## src/rtl/ex_pkg.sv

```systemverilog
// Shared definitions for the execute->writeback stage.
// Op class codes, default widths, buffered entry layout, buffer states.
package ex_pkg;

  localparam int XLEN_DEF = 32;
  localparam int REGW_DEF = 5;

  localparam logic [1:0] OP_ALU    = 2'd0;
  localparam logic [1:0] OP_BRANCH = 2'd1;
  localparam logic [1:0] OP_JAL    = 2'd2;
  localparam logic [1:0] OP_JALR   = 2'd3;

  typedef struct packed {
    logic [XLEN_DEF-1:0] result;
    logic [REGW_DEF-1:0] rd;
    logic                we;
    logic                excp;
  } entry_t;

  localparam int ENTRY_W = $bits(entry_t);

  typedef enum logic [1:0] {
    BUF_EMPTY = 2'd0,
    BUF_ONE   = 2'd1,
    BUF_FULL  = 2'd2
  } buf_state_t;

endpackage

```

## src/rtl/ex_wb_stage_skid_buf2.sv

```systemverilog
// Two-entry skid buffer, FIFO order, count held as a 3-state FSM.
// Ports: clk, rst, in_valid/in_ready/in_data, out_valid/out_ready/out_data.
import ex_pkg::*;

module skid_buf2 #(
  parameter int W = 8
) (
  input  logic         clk,
  input  logic         rst,
  input  logic         in_valid,
  output logic         in_ready,
  input  logic [W-1:0] in_data,
  output logic         out_valid,
  input  logic         out_ready,
  output logic [W-1:0] out_data
);

  buf_state_t state;
  buf_state_t state_nx;
  logic [W-1:0] head;
  logic [W-1:0] tail;
  logic push;
  logic pop;

  assign push = in_valid & in_ready;
  assign pop  = out_valid & out_ready;

  always_ff @(posedge clk or posedge rst) begin
    if (rst) state <= BUF_EMPTY;
    else     state <= state_nx;
  end

  always_comb begin
    state_nx = state;
    unique case (state)
      BUF_EMPTY: if (push) state_nx = BUF_ONE;
      BUF_ONE: begin
        if (push && !pop)      state_nx = BUF_FULL;
        else if (!push && pop) state_nx = BUF_EMPTY;
      end
      BUF_FULL: if (pop) state_nx = BUF_ONE;
      default: state_nx = BUF_EMPTY;
    endcase
  end

  always_comb begin
    in_ready  = (state != BUF_FULL);
    out_valid = (state != BUF_EMPTY);
  end

  // head is the oldest entry; tail only used while FULL
  always_ff @(posedge clk or posedge rst) begin
    if (rst) begin
      head <= '0;
      tail <= '0;
    end else begin
      unique case (state)
        BUF_EMPTY: if (push) head <= in_data;
        BUF_ONE: begin
          if (push && pop) head <= in_data;
          else if (push)   tail <= in_data;
        end
        BUF_FULL: if (pop) head <= tail;
        default: ;
      endcase
    end
  end

  assign out_data = head;

endmodule

```

## src/rtl/ex_wb_stage.sv

```systemverilog
// EX->WB stage: resolves control transfers, buffers results for WB,
// pulses a fetch redirect. Ports: in_* from ALU, out_* to WB, redir_*.
import ex_pkg::*;

module ex_wb_stage #(
  parameter int XLEN = XLEN_DEF,
  parameter int REGW = REGW_DEF
) (
  input  logic            clk,
  input  logic            rst,
  input  logic            in_valid,
  output logic            in_ready,
  input  logic [1:0]      in_op,
  input  logic [XLEN-1:0] in_q,
  input  logic            in_cmp,
  input  logic [XLEN-1:0] in_pc,
  input  logic [XLEN-1:0] in_imm,
  input  logic [REGW-1:0] in_rd,
  output logic            out_valid,
  input  logic            out_ready,
  output logic [XLEN-1:0] out_result,
  output logic [REGW-1:0] out_rd,
  output logic            out_we,
  output logic            out_excp,
  output logic            redir_valid,
  output logic [XLEN-1:0] redir_pc
);

  entry_t          ent;
  entry_t          head;
  logic            taken;
  logic [XLEN-1:0] tgt;
  logic [XLEN-1:0] link;
  logic            fire;

  assign link = in_pc + XLEN'(4);

  always_comb begin
    taken      = 1'b0;
    tgt        = '0;
    ent        = '0;
    ent.rd     = in_rd;
    ent.result = in_q;
    unique case (1'b1)
      (in_op == OP_BRANCH): begin
        taken = in_cmp;
        tgt   = in_pc + in_imm;
      end
      (in_op == OP_JAL): begin
        taken      = 1'b1;
        tgt        = in_pc + in_imm;
        ent.result = link;
      end
      (in_op == OP_JALR): begin
        taken      = 1'b1;
        tgt        = {in_q[XLEN-1:1], 1'b0};
        ent.result = link;
      end
      default: ;
    endcase
    // misaligned target traps instead of redirecting or writing rd
    ent.excp = taken & tgt[1];
    ent.we   = (in_op != OP_BRANCH) & (in_rd != '0) & ~ent.excp;
  end

  assign fire = in_valid & in_ready & taken & ~ent.excp;

  always_ff @(posedge clk or posedge rst) begin
    if (rst) begin
      redir_valid <= 1'b0;
      redir_pc    <= '0;
    end else begin
      redir_valid <= fire;
      redir_pc    <= fire ? tgt : '0;
    end
  end

  skid_buf2 #(
    .W(ENTRY_W)
  ) u_buf (
    .clk      (clk),
    .rst      (rst),
    .in_valid (in_valid),
    .in_ready (in_ready),
    .in_data  (ent),
    .out_valid(out_valid),
    .out_ready(out_ready),
    .out_data (head)
  );

  assign out_result = head.result;
  assign out_rd     = head.rd;
  assign out_we     = head.we & out_valid;
  assign out_excp   = head.excp & out_valid;

endmodule

```

## config.mk

```make
export PLATFORM = sky130hd
export DESIGN_NAME = ex_wb_stage
export DESIGN_NICKNAME = d
export VERILOG_FILES = /design/src/rtl/ex_pkg.sv /design/src/rtl/ex_wb_stage_skid_buf2.sv /design/src/rtl/ex_wb_stage.sv
export SDC_FILE = /design/constraint.sdc
export NUM_CORES = 1
export LEC_CHECK = 0
export ABC_AREA = 0
export ABC_CLOCK_PERIOD_IN_PS = 5900
export BUFFER_PORTS_ARGS = -buffer_cell sky130_fd_sc_hd__buf_2
export CORE_MARGIN = 8
export CORE_UTILIZATION = 59
export CTS_CLUSTER_SIZE = 14
export DETAILED_ROUTE_END_ITERATION = 7
export PLACE_DENSITY = 0.91
export SETUP_SLACK_MARGIN = 0.02
export SYNTH_ARGS = -nofsm -noshare
export SYNTH_HDL_FRONTEND = slang
export SYNTH_SLANG_ARGS = --single-unit
```

## constraint.sdc

```tcl
create_clock -name clk -period 5.9 [get_ports clk]
set_clock_uncertainty 0.2 [all_clocks]
set_input_delay 0.885 -clock clk [delete_from_list [all_inputs] [get_ports clk]]
set_output_delay 0.885 -clock clk [all_outputs]
set_load 0.005 [all_outputs]
```

==> run_results.csv, run 1 <==
group,metric,value,unit
worst_setup_path,slowest_stage,"nor2_1",
route,drc,0,
pwr,cellPowerDensity,318.7,nW/um^2
global_routing,gr-total-overflow,0,
layout,antennaDiodeCount,0,
global_routing,antenna_found_initial,0,
global_routing,grt_pass1_vias,7295,
synth,yosys_warnings,0,
synth,yosysUniqueCellTypes,67,
worst_setup_path,rrSetupSlack,2.19,ns
pwr,power_leakage,4.259,nW
synth,synth_top_area_cell,"dfrtp_1",
sta,fmax,0.2684,GHz
clock_network,cts_setup_buffers,0,
sta,rsz0062_at_grt,"false",
worst_setup_path,crit_required,6.04,ns
sta,fin_ws,2.174,ns
placed_design,finalWeightedCongestion,0.9663,
pwr,p_total,0.002842,W
placed_design,hpwl,18280,um
layout,drive_above_1_share,0.2313,
worst_setup_path,critical_path.max_stage_delay,0.95,ns
sta,worst_pin_slew,1.033,ns
global_routing,grt_use_total,0.2967,
clock_network,cts_sinks,113,
sta,fin_tns_setup,0,ns
clock_network,path_clk_slew,0.05,ns
die,die_h,130.0,um
global_routing,grt_max_degree,73,
clock_network,clockRootBuffer,"clkbuf_16",
route,drtIter0Drc,980,
die,start_util,0.6051,
synth,ys_seq_elements,113,
worst_setup_path,critical_path_class,"input port to flip-flop",
synth,syn_nets,1046,
clock_network,htreeDepth,4,
layout,nets,1163,
worst_hold_path,hold_path_class,"flip-flop to flip-flop",
synth,postSynthCellCount,901,
run_status,status,"complete, no violations",
synth,synthArstFlopShare,1.000,
die,die_x,130.0,um
layout,mostFrequentLayoutCells,"buf_2, nand2_1, dfrtp_1",
global_routing,grt_pass1_wl,38570,um
die,ios,182,
clock_network,ctsHoldBuffers,0,
clock_network,cts_buffer_depth,2,
synth,synth_edf_count,0,
clock_network,cts.repair.resized,0,
layout,fin_cells,1201,
synth,synthTopCellsByArea,"dfrtp_1, nand2_1, ha_1",
synth,ys_seq_area_frac,0.3688,
sta,relSlewSlack,0.3116,
worst_setup_path,arrival,3.86,ns
sta,report.final.slew_viol_count,0,
placed_design,dp.cells,1171,
route,route.detailed.wl_per_inst,21.00,um
flow_run,maxCapViolations,0,
clock_network,cts_buffers,17,
clock_network,worstSkewPairLatency,0.42,ns
clock_network,tritoncts,"yes",
worst_setup_path,startpoint_type,"input port",
worst_setup_path,worstPathCellList,"buf_2 -> ha_1 -> fa_1 -> a32oi_1 -> nand4_1 -> nor2_1 -> nand2_1 -> or3_1 -> o211ai_1",
die,core,12670,um^2
worst_setup_path,setup.worst_path.end_class,"flip-flop",
die,die_area,16900,um^2
sta,finalHoldViolations,0,
placed_design,place_ws,1.772,ns
route,first_pass_iters,6,
synth,synthFlopType,"dfrtp_1",
sta,min_period,3.726,ns
pwr,peakVddDrop,213.4,uV
placed_design,port_buffers,181,
sta,setup_viol,0,
layout,final_common_cell,"buf_2",
worst_setup_path,cp_max_fo,15,
synth,syn_area,7667,um^2
sta,final.period_utilization,0.6315,
route,vias,7607,
layout,areaGrowthSynthToFinish,16.32,%
synth,avgSynthCellArea,8.510,um^2
route,avgViaCountPerCell,6.334,
route,routed_wl,25230,um
synth,synth_top_cell_area_share,0.3688,
route,postRouteAntennaNets,0,
die,fp-row-count,41,
## area by class of cell
class                           instances  area [um^2]
Multi-Input combinational cell        688         4323
Fill cell                             988         3752
Sequential cell                       113         2828
Timing Repair Buffer                  187        950.9
Clock buffer                           25        505.5
Tap cell                              172        215.2
Clock inverter                          5        52.55
Inverter                               11        43.79
## path summary, 6_finish.rpt
check,start,to,cells past startpoint
setup / recovery,in_pc[0],redir_pc[19]$_DFF_PP0_,9
hold / removal,u_buf.out_data[25]$_DFFE_PP0P_,u_buf.out_data[25]$_DFFE_PP0P_,2
setup reg to reg,u_buf.state[1]$_DFFE_PP0P_,redir_pc[19]$_DFF_PP0_,8
hold reg to reg,u_buf.out_data[25]$_DFFE_PP0P_,u_buf.out_data[25]$_DFFE_PP0P_,2
max in group asynchronous,rst,u_buf.tail[21]$_DFFE_PP0P_,3
min in group asynchronous,rst,redir_pc[21]$_DFF_PP0_,2
## registers in the layout (all words and copies together) (netlist names)
signal / cells
u_buf.out_data: 39
u_buf.tail: 39
redir_pc: 32
u_buf.state: 2
redir_valid: 1
## worst max-delay path: cells and delay by family
family,cells,cell delay [ns]
AOI/OAI and AO/OA,2,0.34
and+or+nand+nor,4,1.87
adders and majority gates,2,0.66
buffers and inverters,1,0.10
## where the power goes
group,switching (W),internal [W],total [W]
Sequential,0.000114,0.000978,0.00109
Clock,0.000348,0.000627,0.000975
Combinational,0.000455,0.000321,0.000776
## metrics by stage
stage          hold slack [ns]    util  area [um^2]
4_1_cts                 0.2760  0.7039         8919
3_3_place_gp            0.2549  0.6598         8361
2_1_floorplan           0.2418       -         7667
6_report                0.2667  0.7039         8919
5_1_grt                 0.2887  0.7039         8919
3_5_place_dp            0.2650  0.6598         8361
## cells in the mapped netlist (4+ instances only)
library cell,count
nor3_1,10
inv_1,11
and4_1,4
nand2_1,125
a21oi_1,69
nor4_2,4
or3_1,12
nand3_1,15
xor2_1,20
clkbuf_1,47
a21o_1,29
and3_1,11
mux2_2,7
a31oi_1,10
xnor2_1,25
o21ai_0,70
o31ai_1,7
o311ai_1,4
o211ai_1,8
buf_4,38
nor4_1,4
mux2i_1,13
a22oi_1,5
ha_1,36
dfrtp_1,113
and2_1,7
o21a_1,12
nor2_1,78
nand4_1,14
a211oi_1,31
nor2b_1,5
## layer usage
layer,global-route usage,share of wire
met2,0.4806,0.47
met5,0,0
met4,0.1175,0.036
met1,0.3734,0.39
met3,0.07507,0.11
## logic make-up after synthesis
kind of cell,share of synthesized area
other,0.0004891
xor gates and xnor gates,0.05140
muxes,0.02725
AOI/OAI and AO/OA,0.2257
DFF,0.3688
and+or+nand+nor,0.1961
buffers and inverters,0.06886
adders and majority gates,0.06136
Power figures use the tool's default switching activity.
==> run 2: changes to the inputs <==
--- a/config.mk
+++ b/config.mk
@@ -6,13 +6,13 @@
 export NUM_CORES = 1
 export LEC_CHECK = 0
 export ABC_AREA = 0
-export ABC_CLOCK_PERIOD_IN_PS = 5900
+export ABC_CLOCK_PERIOD_IN_PS = 3000
 export BUFFER_PORTS_ARGS = -buffer_cell sky130_fd_sc_hd__buf_2
 export CORE_MARGIN = 8
-export CORE_UTILIZATION = 59
+export CORE_UTILIZATION = 50
 export CTS_CLUSTER_SIZE = 14
 export DETAILED_ROUTE_END_ITERATION = 7
-export PLACE_DENSITY = 0.91
+export PLACE_DENSITY = 0.82
 export SETUP_SLACK_MARGIN = 0.02
 export SYNTH_ARGS = -nofsm -noshare
 export SYNTH_HDL_FRONTEND = slang
==> constraint.sdc (replaced) <==
create_clock -name clk -period 3 [get_ports clk]
set_clock_uncertainty 0.2 [all_clocks]
set_input_delay 0.45 -clock clk [delete_from_list [all_inputs] [get_ports clk]]
set_output_delay 0.45 -clock clk [all_outputs]
set_load 0.005 [all_outputs]
==> run 2 against run 1 <==
Non-clock buffer count increased by 38. Count of clock-buffer cells in the layout decreased by 8. Setup slack got worse by 1.8 ns. Via count decreased by 0.50%. Sequential cell count unchanged. Core utilization decreased by 8.7 points. Critical endpoint is now redir_pc[30]$_DFF_PP0_.
==> run_results.csv, run 2 (same netlist as run 1, synthesis figures left out) <==
group,metric,value,unit
layout,nets,1201,
route,first_pass_iters,8,
route,route.detailed.wl_per_inst,19.51,um
pwr,cellPowerDensity,612.1,nW/um^2
die,die_h,139.8,um
placed_design,finalWeightedCongestion,1.004,
worst_hold_path,holdPathEnd,"redir_pc[23]$_DFF_PP0_",
placed_design,place_area,8710,um^2
placed_design,port_buffers,181,
sta,finalHoldViolations,0,
worst_setup_path,rr_endpoint,"u_buf.out_data[0]$_DFFE_PP0P_",
clock_network,htreeDepth,4,
sta,setup_viol,0,
global_routing,grt_use_total,0.2507,
worst_setup_path,critical_path_class,"input port to flip-flop",
route,drtIter0Drc,638,
global_routing,antenna_found_initial,2,
placed_design,hpwl,19090,um
worst_setup_path,arrival,2.79,ns
route,postRouteAntennaNets,0,
worst_setup_path,rr_worst_depth,7,
flow_run,maxCapViolations,0,
layout,areaGrowthSynthToFinish,21.39,%
die,start_util,0.5081,
worst_setup_path,setup.worst_path.end_class,"flip-flop",
worst_setup_path,rrSetupSlack,0.64,ns
sta,min_period,2.646,ns
clock_network,cts.repair.resized,0,
worst_setup_path,reg2reg_from,"u_buf.state[1]$_DFFE_PP0P_",
clock_network,ctsHoldBuffers,1,
layout,fin_area,9308,um^2
route,drc,0,
clock_network,clockRootBuffer,"clkbuf_16",
die,ios,182,
sta,rsz0062_at_grt,"false",
die,core,15090,um^2
global_routing,grt_max_degree,70,
route,avgViaCountPerCell,6.012,
layout,final_common_cell,"buf_2",
sta,worst_pin_slew,0.8550,ns
run_status,status,"complete, no violations",
clock_network,path_clk_slew,0.06,ns
sta,fmax,0.3779,GHz
sta,relSlewSlack,0.4300,
global_routing,grt_pass1_wl,39240,um
die,die_x,139.8,um
clock_network,cts_buffer_depth,2,
worst_setup_path,cp-startpoint,"in_pc[0]",
clock_network,tritoncts,"yes",
worst_setup_path,cp_max_fo,6,
worst_hold_path,min_from,"in_q[23]",
sta,report.final.slew_viol_count,0,
pwr,peakVddDrop,461.7,uV
die,die_area,19550,um^2
worst_setup_path,startpoint_type,"input port",
layout,post-route-util,0.6168,
clock_network,cts_setup_buffers,0,
die,fp-row-count,45,
route,routed_wl,24570,um
sta,final.period_utilization,0.8821,
layout,drive_above_1_share,0.2619,
route,vias,7569,
clock_network,cts_buffers,17,
pwr,power_leakage,4.454,nW
clock_network,cts_sinks,113,
worst_hold_path,hold_path_class,"input port to flip-flop",
global_routing,grt_pass1_vias,7405,
layout,mostFrequentLayoutCells,"buf_2, nand2_1, dfrtp_1",
clock_network,worstSkewPairLatency,0.41,ns
worst_setup_path,crit_required,3.15,ns
global_routing,gr-total-overflow,0,
worst_hold_path,hold_path_depth,3,
-- run 2: cell count changes in the layout (fill, tap and decap cells not counted), sizes merged --
cell,previous run,this run
buf,187,224
clkinv,3,5
clkbuf,25,17
dlygate4sd3,0,1
clkinvlp,1,5
bufinv,1,2
diode,0,2
inv,11,14
-- run 2: worst max path at each step --
stage,endpoint,slack [ns],cells past startpoint
floorplan,redir_pc[30]$_DFF_PP0_,0.25,10
global placement,redir_pc[30]$_DFF_PP0_,0.03,10
detailed placement,redir_pc[30]$_DFF_PP0_,-0.01,10
CTS,redir_pc[30]$_DFF_PP0_,0.41,10
global route,redir_pc[30]$_DFF_PP0_,0.21,10
finish,redir_pc[30]$_DFF_PP0_,0.35,10
-- run 2: through the flow --
stage	hold WS, ns	cells	total power (W)	TNS [ns]	setup slack, ns
floorplan	0.2418	901	0.003240	0	0.2461
global placement	0.2532	1224	0.003644	0	0.02607
detailed placement	0.2559	1224	0.003700	-0.01045	-0.01045
CTS	0.07436	1257	0.005702	0	0.4087
global route	0.09014	1259	0.006001	0	0.2135
finish	0.08566	1259	0.005697	0	0.3536
-- run 2: final cells by class --
cell class	instances	area [um^2]
Fill cell	1293	5782
Multi-Input combinational cell	688	4323
Sequential cell	113	2828
Timing Repair Buffer	225	1289
Clock buffer	17	425.4
Tap cell	188	235.2
Clock inverter	15	157.7
Inverter	11	45.04
Antenna cell	2	5.005
-- run 2: routing by layer --
metal	track usage	vias to the layer above	wire, um
li1	-	3521	-
met1	0.3154	3554	10020
met2	0.4003	407	11250
met3	0.05540	87	2179
met4	0.1229	0	1117
met5	0	-	0
-- run 2: report_power, final --
group	leakage, nW	total [W]	switching, W	internal [W]
clock network	0.276	0.00199	0.000764	0.00123
logic	2.76	0.00158	0.000888	0.000690
registers	1.42	0.00213	0.000207	0.00192
-- run 2: critical path: stages --
cell	delay (ns)
buf_2	0.11
ha_1	0.22
fa_1	0.41
a21o_1	0.22
a31oi_1	0.25
or3_1	0.28
nand3_1	0.15
and3_1	0.22
or3_1	0.36
nand3_1	0.11
==> run 3: changes to the inputs <==
--- a/config.mk
+++ b/config.mk
@@ -12,7 +12,9 @@
 export CORE_UTILIZATION = 50
 export CTS_CLUSTER_SIZE = 14
 export DETAILED_ROUTE_END_ITERATION = 7
+export MAX_ROUTING_LAYER = met4
 export PLACE_DENSITY = 0.82
+export RECOVER_POWER = 100
 export SETUP_SLACK_MARGIN = 0.02
 export SYNTH_ARGS = -nofsm -noshare
 export SYNTH_HDL_FRONTEND = slang
==> run 3 against run 2 <==
The flow now finishes with violations (max-capacitance violations, max-slew violations). Sequential cell count unchanged. Register-to-register slack worse by 0.14 ns. Setup slack better by 0.050 ns. Hold slack better by 0.0035 ns. First-iteration DRC count up 18%. Sequential power about the same. Wire length down 0.22%. Clock power up 8%. Global-route usage up 0.66 points. Combinational power down 5%. Critical path type unchanged. Largest power group unchanged.
==> run_results.csv, run 3 (same netlist as run 1, synthesis figures left out) <==
group,metric,value,unit
worst_hold_path,hold_path_class,"input port to flip-flop",
flow_run,maxCapViolations,1,
die,core,15090,um^2
global_routing,grt_pass1_vias,7379,
worst_setup_path,cp_max_fo,7,
worst_setup_path,crit_required,3.10,ns
layout,final_common_cell,"nand2_1",
sta,fin_ws,0.4032,ns
layout,num-fill-cells,1368,
layout,mostFrequentLayoutCells,"nand2_1, buf_2, dfrtp_1",
route,postRouteAntennaNets,0,
placed_design,port_buffers,181,
route,route.detailed.wl_per_inst,19.47,um
pwr,p_switching,0.001804,W
placed_design,place_ws,-0.01329,ns
worst_setup_path,critical_path_class,"input port to flip-flop",
worst_setup_path,startpoint_type,"input port",
pwr,p_seq_frac,0.370,
route,vias,7489,
pwr,p_int,0.003973,W
sta,setup_viol,0,
worst_setup_path,setup.worst_path.end_class,"flip-flop",
clock_network,ctsHoldBuffers,0,
global_routing,antenna_found_initial,1,
placed_design,dp.cells,1226,
pwr,p_comb_frac,0.260,
layout,areaGrowthSynthToFinish,19.73,%
pwr,cellPowerDensity,629.2,nW/um^2
placed_design,hpwl,19050,um
run_status,status,"finished, violations left",
sta,report.final.slew_viol_count,114,
clock_network,worstSkewPairLatency,0.41,ns
clock_network,htreeDepth,4,
die,start_util,0.5081,
worst_setup_path,cp-startpoint,"in_pc[4]",
global_routing,grt_use_total,0.2573,
clock_network,cts_buffer_depth,2,
global_routing,grt_max_degree,114,
clock_network,cts.repair.resized,0,
sta,fmax,0.3851,GHz
route,routed_wl,24520,um
layout,drive_above_1_share,0.1955,
route,drc,0,
layout,nets,1202,
global_routing,grt_pass1_wl,39120,um
route,drtIter0Drc,755,
layout,fin_cells,1259,
die,fp-row-count,45,
sta,worst_pin_slew,1.579,ns
sta,final.period_utilization,0.8656,
worst_setup_path,reg2reg_from,"u_buf.state[0]$_DFFE_PP0P_",
clock_network,tritoncts,"yes",
placed_design,finalWeightedCongestion,1.041,
sta,rsz0062_at_grt,"false",
die,die_h,139.8,um
worst_hold_path,min_from,"in_q[21]",
sta,relSlewSlack,-0.05266,
sta,min_period,2.597,ns
run_status,violations,"max-capacitance violations, max-slew violations",
clock_network,cts_setup_buffers,0,
pwr,pwr-share-clk,0.370,
route,avgViaCountPerCell,5.948,
die,die_area,19550,um^2
die,die_x,139.8,um
clock_network,cts_sinks,113,
worst_setup_path,arrival,2.70,ns
pwr,switching_share,0.3122,
die,ios,182,
route,first_pass_iters,5,
clock_network,cts_buffers,17,
sta,finalHoldViolations,0,
clock_network,clockRootBuffer,"clkbuf_16",
pwr,peakVddDrop,443.6,uV
clock_network,path_clk_slew,0.06,ns
global_routing,gr-total-overflow,0,
pwr,power_leakage,4.239,nW
==> run 3: worst paths after layout <==
kind,to,cells past startpoint,slack [ns]
hold reg to reg,u_buf.out_data[34]$_DFFE_PP0P_,2,0.27
max in group asynchronous,u_buf.tail[36]$_DFFE_PP0P_,3,1.19
min in group asynchronous,redir_pc[1]$_DFF_PP0_,3,0.43
hold / removal,redir_pc[21]$_DFF_PP0_,3,0.09
setup reg to reg,u_buf.out_data[17]$_DFFE_PP0P_,4,0.50
setup / recovery,redir_pc[29]$_DFF_PP0_,10,0.40
==> run 3: routing by layer <==
layer / track usage / vias to the layer above / part of all wire
met4: 0.1029 / 0 / 0.033
met2: 0.4006 / 352 / 0.46
met1: 0.3305 / 3570 / 0.43
met3: 0.04001 / 55 / 0.076
li1: - / 3512 / -
met5: - / - / 0
==> run 3: final cells by class <==
class	instances	area, um^2	area share
Antenna cell	2	5.005	0.0005452
Sequential cell	113	2828	0.3080
Clock buffer	21	460.4	0.05016
Clock inverter	10	157.7	0.01717
Inverter	11	42.54	0.004634
Timing Repair Buffer	226	1144	0.1246
Tap cell	188	235.2	0.02562
Multi-Input combinational cell	688	4308	0.4693
==> run 3: metrics by stage <==
step	utilization	total power [W]	area (um^2)	TNS [ns]	hold WS, ns
6_report	0.6084	0.005776	9180	0	0.08920
5_1_grt	0.6082	0.006067	9178	0	0.08732
4_1_cts	0.6175	0.005838	9318	0	0.04340
3_5_place_dp	0.5765	0.003701	8700	-0.01329	0.2656
3_3_place_gp	0.5765	0.003640	8700	0	0.2540
2_1_floorplan	-	0.003240	7671	0	0.2418
==> run 3: power groups by stage <==
stage | Sequential (W) | Clock (W) | Combinational, W
after floorplan | 0.00210 | 0 | 0.00114
after CTS | 0.00213 | 0.00214 | 0.00156
after global placement | 0.00213 | 0 | 0.00151
final | 0.00214 | 0.00214 | 0.00150
after global routing | 0.00218 | 0.00220 | 0.00168
after detailed placement | 0.00215 | 0 | 0.00155
==> run 3: critical path: stages <==
cell      delay (ns)
clkbuf_1        0.14
ha_1            0.43
a21oi_1         0.12
and2_0          0.18
a211oi_1        0.37
o21ai_0         0.16
clkbuf_1        0.16
a21oi_1         0.28
o21ai_0         0.14
a32o_1          0.27
